<file path="config.mk">
export PLATFORM = sky130hd
export DESIGN_NAME = regbank_seq
export DESIGN_NICKNAME = d
export VERILOG_FILES = /design/src/rtl/regbank_seq.sv
export SDC_FILE = /design/constraint.sdc
export NUM_CORES = 1
export LEC_CHECK = 0
export ABC_AREA = 1
export CORE_ASPECT_RATIO = 0.75
export CORE_UTILIZATION = 41
export CTS_CLUSTER_SIZE = 20
export DETAILED_ROUTE_END_ITERATION = 7
export PLACE_DENSITY = 0.82
export SYNTH_ARGS = -nofsm -noshare
export SYNTH_HDL_FRONTEND = slang
export SYNTH_SLANG_ARGS = --single-unit
</file>
<file path="constraint.sdc">
create_clock -name clock -period 1.98 [get_ports clock]
set_clock_uncertainty 0.1 [all_clocks]
set_input_delay 0.495 -clock clock [delete_from_list [all_inputs] [get_ports clock]]
set_output_delay 0.495 -clock clock [all_outputs]
set_load 0.01 [all_outputs]
</file>
<file path="src/rtl/regbank_seq.sv">
// Register-bank sequencer: accepts NOP/LOAD/MOVE/ALU instructions and drives bank and ALU controls.
// Optional ALU watchdog enabled by defining REGBANK_SEQ_TIMEOUT_EN.
module regbank_seq #(
    parameter int unsigned TIMEOUT = 255
) (
    input  logic        clock,
    input  logic        reset,
    input  logic        instr_valid,
    output logic        instr_ready,
    input  logic [19:0] instr,
    input  logic [63:0] ld_data,
    output logic        regwen,
    output logic [3:0]  selwreg,
    output logic [1:0]  endwreg,
    output logic [3:0]  seloutA,
    output logic [3:0]  seloutB,
    output logic        cnstA,
    output logic        cnstB,
    output logic        enrregA,
    output logic        enrregB,
    output logic [63:0] wdata,
    input  logic [63:0] bank_outA,
    output logic        alu_start,
    output logic [1:0]  alu_op,
    input  logic        alu_done,
    input  logic [63:0] alu_result,
    output logic        busy,
    output logic        done,
    output logic        err_timeout
);

    typedef enum logic [2:0] {StIdle, StRead, StIssue, StWait, StWrite} state_e;

    localparam logic [1:0] OpNop  = 2'b00;
    localparam logic [1:0] OpLoad = 2'b01;
    localparam logic [1:0] OpAlu  = 2'b10;
    localparam logic [1:0] OpMove = 2'b11;

    localparam logic [7:0] TimeoutCnt = 8'(TIMEOUT);

    state_e      state;
    logic [19:0] instr_q;
    logic [63:0] data_q;

    assign instr_ready = (state == StIdle);
    assign busy        = (state != StIdle);
    // MOVE forwards the bank's registered output straight through during its write cycle.
    assign wdata = (state == StWrite && instr_q[19:18] == OpMove) ? bank_outA : data_q;

`ifdef REGBANK_SEQ_TIMEOUT_EN
    logic [7:0] wait_cnt;
`else
    logic unused_cfg;
    assign unused_cfg  = ^TimeoutCnt;
    assign err_timeout = 1'b0;
`endif

    logic unused_instr;
    assign unused_instr = ^instr_q[17:2];

    always_ff @(posedge clock) begin
        if (reset) begin
            state     <= StIdle;
            instr_q   <= '0;
            data_q    <= '0;
            regwen    <= 1'b0;
            selwreg   <= '0;
            endwreg   <= '0;
            seloutA   <= '0;
            seloutB   <= '0;
            cnstA     <= 1'b0;
            cnstB     <= 1'b0;
            enrregA   <= 1'b0;
            enrregB   <= 1'b0;
            alu_start <= 1'b0;
            alu_op    <= '0;
            done      <= 1'b0;
`ifdef REGBANK_SEQ_TIMEOUT_EN
            wait_cnt    <= '0;
            err_timeout <= 1'b0;
`endif
        end else begin
            regwen    <= 1'b0;
            enrregA   <= 1'b0;
            enrregB   <= 1'b0;
            alu_start <= 1'b0;
            done      <= 1'b0;
            case (state)
                StIdle: begin
                    if (instr_valid) begin
                        instr_q <= instr;
                        data_q  <= ld_data;
                        unique case (instr[19:18])
                            OpNop: done <= 1'b1;
                            OpLoad: begin
                                state   <= StWrite;
                                regwen  <= 1'b1;
                                done    <= 1'b1;
                                selwreg <= instr[17:14];
                                endwreg <= instr[3:2];
                            end
                            OpMove: begin
                                state   <= StRead;
                                enrregA <= 1'b1;
                                seloutA <= instr[13:10];
                                cnstA   <= instr[5];
                                selwreg <= instr[17:14];
                                endwreg <= instr[3:2];
                            end
                            OpAlu: begin
                                state   <= StRead;
                                enrregA <= 1'b1;
                                enrregB <= 1'b1;
                                seloutA <= instr[13:10];
                                seloutB <= instr[9:6];
                                cnstA   <= instr[5];
                                cnstB   <= instr[4];
                                selwreg <= instr[17:14];
                                endwreg <= instr[3:2];
                            end
                        endcase
                    end
                end
                StRead: begin
                    if (instr_q[19:18] == OpAlu) begin
                        state     <= StIssue;
                        alu_start <= 1'b1;
                        alu_op    <= instr_q[1:0];
                    end else begin
                        state  <= StWrite;
                        regwen <= 1'b1;
                        done   <= 1'b1;
                    end
                end
                StIssue: begin
                    state <= StWait;
`ifdef REGBANK_SEQ_TIMEOUT_EN
                    wait_cnt <= '0;
`endif
                end
                StWait: begin
                    if (alu_done) begin
                        data_q <= alu_result;
                        state  <= StWrite;
                        regwen <= 1'b1;
                        done   <= 1'b1;
                    end
`ifdef REGBANK_SEQ_TIMEOUT_EN
                    // wait_cnt counts completed WAIT cycles; this one is the TIMEOUT-th.
                    else if (wait_cnt == TimeoutCnt - 8'd1) begin
                        state       <= StIdle;
                        err_timeout <= 1'b1;
                        done        <= 1'b1;
                    end else begin
                        wait_cnt <= wait_cnt + 8'd1;
                    end
`endif
                end
                StWrite: begin
                    state <= StIdle;
                    if (instr_q[19:18] == OpMove) begin
                        data_q <= bank_outA;
                    end
                end
                default: state <= StIdle;
            endcase
        end
    end

endmodule

</file>
==> results.env <==
FINALINSTANCEAREA_SQ_MM=0.01047
ROWS=38
POSTSYNTHNETCOUNT=1277
SWITCHINGPOWER_mW=2.153
GRT_START_MAX_NET_PINS=52
SYNTH_TOP_CELLS_BY_COUNT='sky130_fd_sc_hd__nand2_1 (215), sky130_fd_sc_hd__nand3_1 (203), sky130_fd_sc_hd__nor2_1 (153)'
DIE_W_MICRONS=142.4
DRC=0
CLOCK_TREE.BUFFER_DEPTH=2
FINAL_LAYOUT_SIZE_SUFFIX_GT1_FRAC=0.1962
DOMINANTREGCELLSYNTH='sky130_fd_sc_hd__dfxtp_1'
FIN_CRIT_SH=1.150
AVGVIACOUNTPERCELL=5.062
POST-SYNTH-TOP-COUNT-CELL='sky130_fd_sc_hd__nand2_1'
YOSYS_WARNINGS=0
GLOBALROUTETOTALUTIL=0.2961
GRT_PASS1_VIAS=7473
CRIT_REQUIRED_NS=1.38
CORE_AREA_SQ_MM=0.01445
CTS_TREE='done'
WORST_SETUP_PATH_END_KIND='primary output'
P_LEAK_nW=4.867
NUMCTSBUFFERS=9
NETLIST_TOP_CELLS_AREA='sky130_fd_sc_hd__dfxtp_1 (31%), sky130_fd_sc_hd__nand3_1 (17%), sky130_fd_sc_hd__nand2_1 (13%)'
WORST-SETUP-PATH-TYPE='reg2out'
POWER.SHARE.CLOCK=0.274
SYNTH_EDF_COUNT=0
SETUP_WS_NS=-0.2979
SETUP-VIOLATIONS-FINAL=64
POWER-PER-CELL-AREA_mW_PER_MM2=618.9
PERIOD_MINUS_SLACK_NS=2.278
POWER.SHARE.COMBINATIONAL=0.374
FINISH.NET_COUNT=1597
CTS-ROOT-BUF='sky130_fd_sc_hd__clkbuf_16'
SYNTH_SEQUENTIAL_AREA_RATIO=0.3105
BOUNDARYPINS=306
DRT.ANTENNA.VIOLATING_NETS=0
DIEHEIGHT_MICRONS=107.3
YS_TYPES=22
FLOORPLAN.DIE_AREA_SQ_MM=0.01528
ANTENNA_FOUND_INITIAL=0
INSERTEDDIODECOUNT=0
INTERNAL_POWER_mW=4.325
YS_ASYNC_SR_FRACTION=0
INITIAL_UTIL=0.4193
DP_HPWL_MICRONS=15800
PLACE_CONGESTION=0.8540
STARTPOINT_CLASS_OF_THE_CRITICAL_PATH='flip-flop'
SEQ_POWER_SHARE=0.352
POSTPLACECELLAREA_SQ_MM=0.009588
SYNTHESIS.AREA_SQ_MM=0.006061
WIRE_PER_INST_MICRONS=15.20
OUTCOME='complete, but fails checks'
CLK_LATENCY_NS=0.33
PEAK_VDD_IR_mV=0.4591
PATH_MAX_FANOUT=6
NETLIST.TOP_CELL.BY_AREA='sky130_fd_sc_hd__dfxtp_1'
MAX_CAP_VIOL_COUNT=0
RSZ0062_AT_GRT='yes'
PORT_BUFFERS=304
SWITCHING_FRACTION=0.3323
AREA_GROWTH_PCT=72.69
HOLD_PATH.CLASS='reg2reg'
SYNTH-SEQ-CELLS=94
GRT_PASS1_WL_MICRONS=36000
FINAL_MAX_SLEW_VIOL_COUNT=0
DETAIL_ROUTE.FIRST_PASS.ITERATIONS=5
DR_TOTAL_VIAS=8028
ARRIVAL_NS=1.68
WORST_SETUP_HOLD_PATH_CLK_SLEW_NS=0.07
VIOLATED_CHECKS='negative setup slack'
CTSHTREEMAXLEVEL=3
GLOBALROUTEOVERFLOWTOTAL=0
POST-ROUTE-UTIL=0.7241
ROUTED_WIRELENGTH_MICRONS=24120
DRTITER0DRC=476
HOLD_VIOLATION_COUNT_IN_THE_FINAL_REPORT=0
SYN-MEAN-INSTANCE-AREA_SQ_UM=5.712
FMAX_MHz=439.0
SYNTH_CELLS=1061
TOTALPOWERFINAL_mW=6.478
CTS.SINKS=94
SYNTH_TOP_AREA_SHARE=0.3105
registers in the layout, indices dropped and copies added (netlist names), 2 cells and up:
signal   flops
instr_q      4
data_q      64
endwreg      2
seloutA      4
alu_op       2
seloutB      4
state        3
selwreg      4
power groups by stage:
| stage | registers (mW) | clock network (mW) | logic, mW |
|---|---|---|---|
| after floorplan | 2.27 | 0 | 1.12 |
| after global placement | 2.27 | 0 | 2.35 |
| after detailed placement | 2.29 | 0 | 2.38 |
| after CTS | 2.25 | 1.80 | 2.30 |
| after global routing | 2.30 | 1.90 | 2.67 |
| final | 2.28 | 1.78 | 2.42 |
metrics by stage:
step	hold slack, ns	TNS, ns	setup WS, ns	std cells
after CTS	0.3644	-16.66	-0.3138	1575
after global routing	0.3902	-22.78	-0.3939	1586
after detailed placement	0.3534	-52.66	-0.5118	1543
after global placement	0.3408	-48.85	-0.5056	1543
after floorplan	0.3298	0	0.1237	1061
final	0.3659	-16.34	-0.2979	1586
final cells by class:
class,instances,area (sq um)
fill,1257,3988
multi-input combinational,743,3669
sequential,94,1886
timing repair buffer,389,3819
tap,200,250.2
clock inverter,7,77.57
clock buffer,9,225.2
inverter,144,540.5
cells in the final DEF (no fill, tap or decap):
| cell type | netlist | layout |
|---|---|---|
| sky130_fd_sc_hd__nor3_1 | 1 | 1 |
| sky130_fd_sc_hd__nand3_1 | 203 | 201 |
| sky130_fd_sc_hd__nor2_1 | 153 | 152 |
| sky130_fd_sc_hd__nand2_4 | 0 | 7 |
| sky130_fd_sc_hd__o21ai_1 | 32 | 49 |
| sky130_fd_sc_hd__a21oi_1 | 18 | 18 |
| sky130_fd_sc_hd__clkdlybuf4s50_1 | 0 | 238 |
| sky130_fd_sc_hd__clkinv_2 | 0 | 1 |
| sky130_fd_sc_hd__o22ai_1 | 1 | 1 |
| sky130_fd_sc_hd__buf_8 | 0 | 4 |
| sky130_fd_sc_hd__inv_6 | 0 | 4 |
| sky130_fd_sc_hd__buf_2 | 40 | 62 |
| sky130_fd_sc_hd__clkinvlp_4 | 0 | 1 |
| sky130_fd_sc_hd__a211oi_1 | 1 | 1 |
| sky130_fd_sc_hd__conb_1 | 1 | 1 |
| sky130_fd_sc_hd__nand2_2 | 1 | 37 |
| sky130_fd_sc_hd__inv_2 | 3 | 4 |
| sky130_fd_sc_hd__clkbuf_16 | 0 | 16 |
| sky130_fd_sc_hd__nor2_4 | 1 | 3 |
| sky130_fd_sc_hd__nand3_2 | 0 | 2 |
| sky130_fd_sc_hd__buf_12 | 0 | 16 |
| sky130_fd_sc_hd__dfxtp_1 | 94 | 91 |
| sky130_fd_sc_hd__inv_1 | 141 | 140 |
| sky130_fd_sc_hd__buf_6 | 0 | 16 |
| sky130_fd_sc_hd__buf_4 | 1 | 44 |
| sky130_fd_sc_hd__o21ai_0 | 108 | 43 |
| sky130_fd_sc_hd__nand4_4 | 0 | 1 |
| sky130_fd_sc_hd__bufbuf_16 | 0 | 1 |
| sky130_fd_sc_hd__bufinv_16 | 0 | 1 |
| sky130_fd_sc_hd__dfxtp_2 | 0 | 3 |
| sky130_fd_sc_hd__nand4_1 | 6 | 6 |
| sky130_fd_sc_hd__o21ai_4 | 0 | 4 |
| sky130_fd_sc_hd__o21ai_2 | 0 | 44 |
| sky130_fd_sc_hd__nand2_1 | 215 | 172 |
| sky130_fd_sc_hd__buf_16 | 0 | 1 |
logic make-up (layout without fill, tap and decap cells):
| group | Yosys count | count (layout) | synth area share |
|---|---|---|---|
| AND/OR/NAND/NOR | 582 | 582 | 0.4085 |
| buffers and inverters | 224 | 549 | 0.1476 |
| AO/OA/AOI/OAI | 160 | 160 | 0.1327 |
| flip-flops | 94 | 94 | 0.3105 |
| other | 1 | 1 | 0.0006187 |
worst paths after layout:
| path | startpoint | end | slack [ns] | depth (start not counted) |
|---|---|---|---|---|
| setup / recovery | state[1] | wdata[54] | -0.30 | 7 |
| hold / removal | instr_q[1] | alu_op[1] | 0.37 | 2 |
| setup reg to reg | state[2] | data_q[31] | 0.12 | 10 |
| hold reg to reg | instr_q[1] | alu_op[1] | 0.37 | 2 |
layer usage:
layer | global-route usage | vias up | part of all wire
met2 | 0.5207 | 361 | 0.49
met1 | 0.3620 | 3623 | 0.41
met4 | 0.08909 | 0 | 0.021
li1 | - | 4009 | -
met5 | 0 | - | 0
met3 | 0.06183 | 35 | 0.083
timing repair:
action	4_1_cts	5_1_grt
buffers inserted	12	4
hold buffers	0	0
gates cloned	4	10
gates resized for setup	396	105
hold endpoints to repair	0	0
setup endpoints to repair	148	144
pin swaps	3	7
worst max-delay path, stage by stage, from the launching register on:
cell and delay [ns]:
sky130_fd_sc_hd__dfxtp_2 0.33, sky130_fd_sc_hd__nor2_4 0.11, sky130_fd_sc_hd__nand4_1 0.14, sky130_fd_sc_hd__buf_6 0.18, sky130_fd_sc_hd__clkbuf_16 0.16, sky130_fd_sc_hd__clkbuf_16 0.16, sky130_fd_sc_hd__o21ai_1 0.10, sky130_fd_sc_hd__buf_2 0.16
Note: power is estimated with default switching activity, not from simulation.
==> variant 1, RTL diff (same settings) <==
Encoding of `state_e`: now one-hot (5 bits for 5 states).
--- a/src/rtl/regbank_seq.sv
+++ b/src/rtl/regbank_seq.sv
@@ -29,7 +29,7 @@
     output logic        err_timeout
 );
 
-    typedef enum logic [2:0] {StIdle, StRead, StIssue, StWait, StWrite} state_e;
+    typedef enum logic [4:0] {StIdle = 5'b00001, StRead = 5'b00010, StIssue = 5'b00100, StWait = 5'b01000, StWrite = 5'b10000} state_e;
 
     localparam logic [1:0] OpNop  = 2'b00;
     localparam logic [1:0] OpLoad = 2'b01;
Function: no difference found for any inputs over 4 cycles, from zero or initial values and one cycle with reset high; so few cycles prove little.
==> variant 1 against the original RTL <==
- the flow still finishes with violations (setup timing)
- power rose by 13%
- sequential cell count rose by 2
- setup slack got worse by 0.0082 ns
- clock power fell by 4%
- final area rose by 4.2%
- synthesized cell count fell by 5.2%
- first-iteration DRC count rose by 10%
- wire length rose by 6.1%
- area after synthesis rose by 0.81%
- critical path type unchanged
- critical endpoint is now wdata[32]
- largest cell class is now multi-input gates
- largest power group unchanged
- highest routed layer unchanged
==> variant 1: results (changes against the original RTL) <==
metric,value,unit,change
clock_latency,0.35,ns,was 0.33 ns
synth_nets,1222,,was 1277
dp_hpwl,14300,um,was 15800 um
root_buffer,clkbuf_16,,unchanged
antennaDiodeCount,0,,unchanged
syn_inst,1006,,was 1061
synth_cell_types,24,,was 22
num_vias,7885,,was 8028
synthTopCellsByCount,"221 x nand2_1, 211 x nor2_1, 133 x nand3_1",,"was 215 x nand2_1, 203 x nand3_1, 153 x nor2_1"
worst_hold_path.num_cells,2,,unchanged
port_buffers,304,,unchanged
hp-start,instr_q[0]$_SDFFE_PP0P_,,was instr_q[1]$_SDFFE_PP0P_
grt_max_degree,65,,was 52
clk_pin_slew,0.07,ns,about the same
synth.area.mux_share,0,%,unchanged
nFillCells,1091,,was 1257
cp_top_family,buffers and inverters,,unchanged
grtUsageTotal,26.9,%,was 29.6%
dp_slack,-0.399,ns,was -0.512 ns
hold-path-endpoint,alu_op[0]$_SDFFE_PP0P_,,was alu_op[1]$_SDFFE_PP0P_
gp_congestion,0.841,,was 0.854
synthAdderAreaFrac,0,%,unchanged
dpl_cell_area,9440,um2,was 9590 um2
final-setup-viol-count,64,,unchanged
htreeDepth,3,,unchanged
first_pass_iters,5,,unchanged
netlist_top_cells_area,"dfxtp_1 31%, nand2_1 14%, nor2_1 13%",,"was dfxtp_1 31%, nand3_1 17%, nand2_1 13%"
p_leak,4.87,nW,about the same
reg2reg_depth,12,,was 10
synth_edf_count,0,,unchanged
timing.hold.ws,0.370,ns,was 0.366 ns
critPathSlowestCell,dfxtp_2,,unchanged
synth_compound_area_share,7.41,%,was 13.3%
finalWorstSetupSlack,-0.306,ns,was -0.298 ns
cpPeakStageDelay,0.34,ns,
final_cells,1552,,was 1586
r2r_end,data_q[36]$_SDFFE_PP0P_,,was data_q[31]$_SDFFE_PP0P_
grt_pass1_vias,6836,,was 7473
drtIter0Drc,524,,was 476
outcome,"complete, but fails checks",,unchanged
synthArstFlopShare,0,%,unchanged
top_regs,"data_q x64, state x5",,
violations,setup timing,,unchanged
ff2ff_setup_slack,0,ns,was 0.12 ns
wl,25600,um,was 24100 um
ir_drop,0.502,mV,was 0.459 mV
antenna_found_initial,0,,unchanged
dp_cells,1499,,was 1543
grt_pass1_wl,32700,um,was 36000 um
tns,-15.89,ns,was -16.34 ns
endpoint,wdata[32],,was wdata[54]
path_max_fanout,8,,was 6
ys_seq_area_share,31.5,%,was 31.0%
final_layout_size_suffix_gt1_share,29.9,%,was 19.6%
==> variant 1: final cells by class <==
class	count	area, um2	area share, %
Timing Repair Buffer	391	3960	36.3
Sequential cell	96	1930	17.7
Tap cell	200	250	2.29
Multi-Input combinational cell	757	4120	37.8
Clock buffer	9	225	2.07
Inverter	92	360	3.30
Clock inverter	7	62.6	0.574
==> variant 1: metal layers <==
layer / wire length (um) / up-vias / track usage [%]
met4: 724 / 0 / 9.75
met3: 2300 / 67 / 6.94
li1: - / 3832 / -
met5: 0 / - / 0
met2: 12300 / 376 / 47.4
met1: 10200 / 3610 / 31.4
==> variant 1: power by group <==
group / leakage [nW] / internal (W) / switching (W)
Sequential: 0.795 / 0.00222 / 0.0000854
Combinational: 3.94 / 0.00160 / 0.00172
Clock: 0.133 / 0.000879 / 0.000835
==> variant 1: repair_timing <==
item                       CTS  global route
resized for setup          319           172
pin swaps                    7            21
buffers inserted             5             0
setup endpoints to repair   66           119
cloned                       5            29
==> variant 2, RTL diff (config.mk and constraints unchanged) <==
Made on the original files. Add a define of `REGBANK_SEQ_TIMEOUT_EN`.
--- a/src/rtl/regbank_seq.sv
+++ b/src/rtl/regbank_seq.sv
@@ -1,5 +1,7 @@
 // Register-bank sequencer: accepts NOP/LOAD/MOVE/ALU instructions and drives bank and ALU controls.
 // Optional ALU watchdog enabled by defining REGBANK_SEQ_TIMEOUT_EN.
+`define REGBANK_SEQ_TIMEOUT_EN
+
 module regbank_seq #(
     parameter int unsigned TIMEOUT = 255
 ) (
Formal check against the unedited RTL: no difference found for any inputs over 4 cycles, from zero or initial values and one cycle with reset high; that may be too few to reach the edited logic, so the function may still have changed.
==> variant 2 against the original RTL <==
- the flow still finishes with violations (setup timing)
- final area increased by 12%
- wire length increased by 13%
- synthesized cell count increased by 19%
- die area increased by 12%
- setup slack got worse by 0.15 ns
- hold slack got worse by 0.0078 ns
- power increased by 6.5%
- clock power increased by 14%
- area after synthesis increased by 12%
- sequential cell count increased by 9
- core utilization increased by 0.63 points
- sequential share of layout area decreased by 0.41 points
- final cell count increased by 15%
- critical path type unchanged
==> variant 2: results (changes against the original RTL) <==
metric,value,unit,change
grt.met3_usage,7.90,%,was 6.18%
grt_max_degree,68,,was 52
wl_per_cell,14.9,um,was 15.2 um
ys_seq_area_share,30.5,%,was 31.0%
grt_pass1_vias,8040,,was 7473
final-setup-viol-count,64,,unchanged
syn_avg_cell_area,5.38,um2,was 5.71 um2
internal_power,0.00468,W,was 0.00433 W
synthTopCellsByCount,"496 x nand2_1, 216 x inv_1, 164 x nor2_1",,"was 215 x nand2_1, 203 x nand3_1, 153 x nor2_1"
viasPerCell,4.84,,was 5.06
synth_top_area_share,30.5,%,was 31.0%
netlist_top_cells_area,"dfxtp_1 30%, nand2_1 27%, inv_1 12%",,"was dfxtp_1 31%, nand3_1 17%, nand2_1 13%"
grt_util_met1,32.6,%,was 36.2%
wl,27100,um,was 24100 um
reg2reg_depth,11,,was 10
drtIter0Drc,451,,was 476
final_layout_size_suffix_gt1_share,18.1,%,was 19.6%
synth_compound_area_share,8.11,%,was 13.3%
port_buffers,305,,was 304
ir_drop,0.426,mV,was 0.459 mV
power,0.00690,W,was 0.00648 W
tns,-20.17,ns,was -16.34 ns
wirelength_met1,10800,um,was 9820 um
wl_met3,2530,um,was 2010 um
clock_latency,0.35,ns,was 0.33 ns
outcome,"complete, but fails checks",,unchanged
hold-path-endpoint,instr_q[0]$_SDFFE_PP0N_,,was alu_op[1]$_SDFFE_PP0P_
violations,setup timing,,unchanged
p_leak,6.00,nW,was 4.87 nW
worstPathArrival,1.83,ns,was 1.68 ns
first_pass_iters,6,,was 5
gp_congestion,0.868,,was 0.854
r2r_end,data_q[52]$_SDFFE_PP0P_,,was data_q[31]$_SDFFE_PP0P_
grt_pass1_wl,38700,um,was 36000 um
dp_hpwl,16600,um,was 15800 um
path_max_fanout,7,,was 6
pwr-share-clk,29.4,%,was 27.4%
grt.met2_usage,52.4,%,was 52.1%
ff2ff_setup_slack,0.03,ns,was 0.12 ns
synth_cell_types,21,,was 22
endpoint,wdata[46],,was wdata[54]
synthAdderAreaFrac,0.370,%,was 0%
grtUsageTotal,29.0,%,was 29.6%
synth_nets,1477,,was 1277
finalWorstSetupSlack,-0.443,ns,was -0.298 ns
p_seq,0.00243,W,was 0.00228 W
## variant 2: cell type report
cell class | count | share of cell area [%]
flip-flops and latches | 103 | 17.6
well taps | 210 | 2.24
repair buffers | 407 | 35.9
multi-input cells | 870 | 34.3
inverters | 219 | 7.01
clock inverters | 6 | 0.853
clock buffers | 10 | 2.04
## variant 2: what timing repair did
item | 4_1_cts | 5_1_grt
cloned | 11 | 11
buffers inserted | 12 | 3
setup endpoints to repair | 139 | 128
endpoints found under the hold margin | 0 | 0
pin swaps | 8 | 8
gates resized for setup | 409 | 55
## variant 2: stage by stage
stage	area (um2)	hold slack (ns)	worst slack, ns
6_report	11700	0.358	-0.443
5_1_grt	11700	0.370	-0.531
4_1_cts	11200	0.358	-0.440
3_5_place_dp	10400	0.347	-0.569
3_3_place_gp	10400	0.341	-0.559
2_1_floorplan	6780	0.330	0.00597
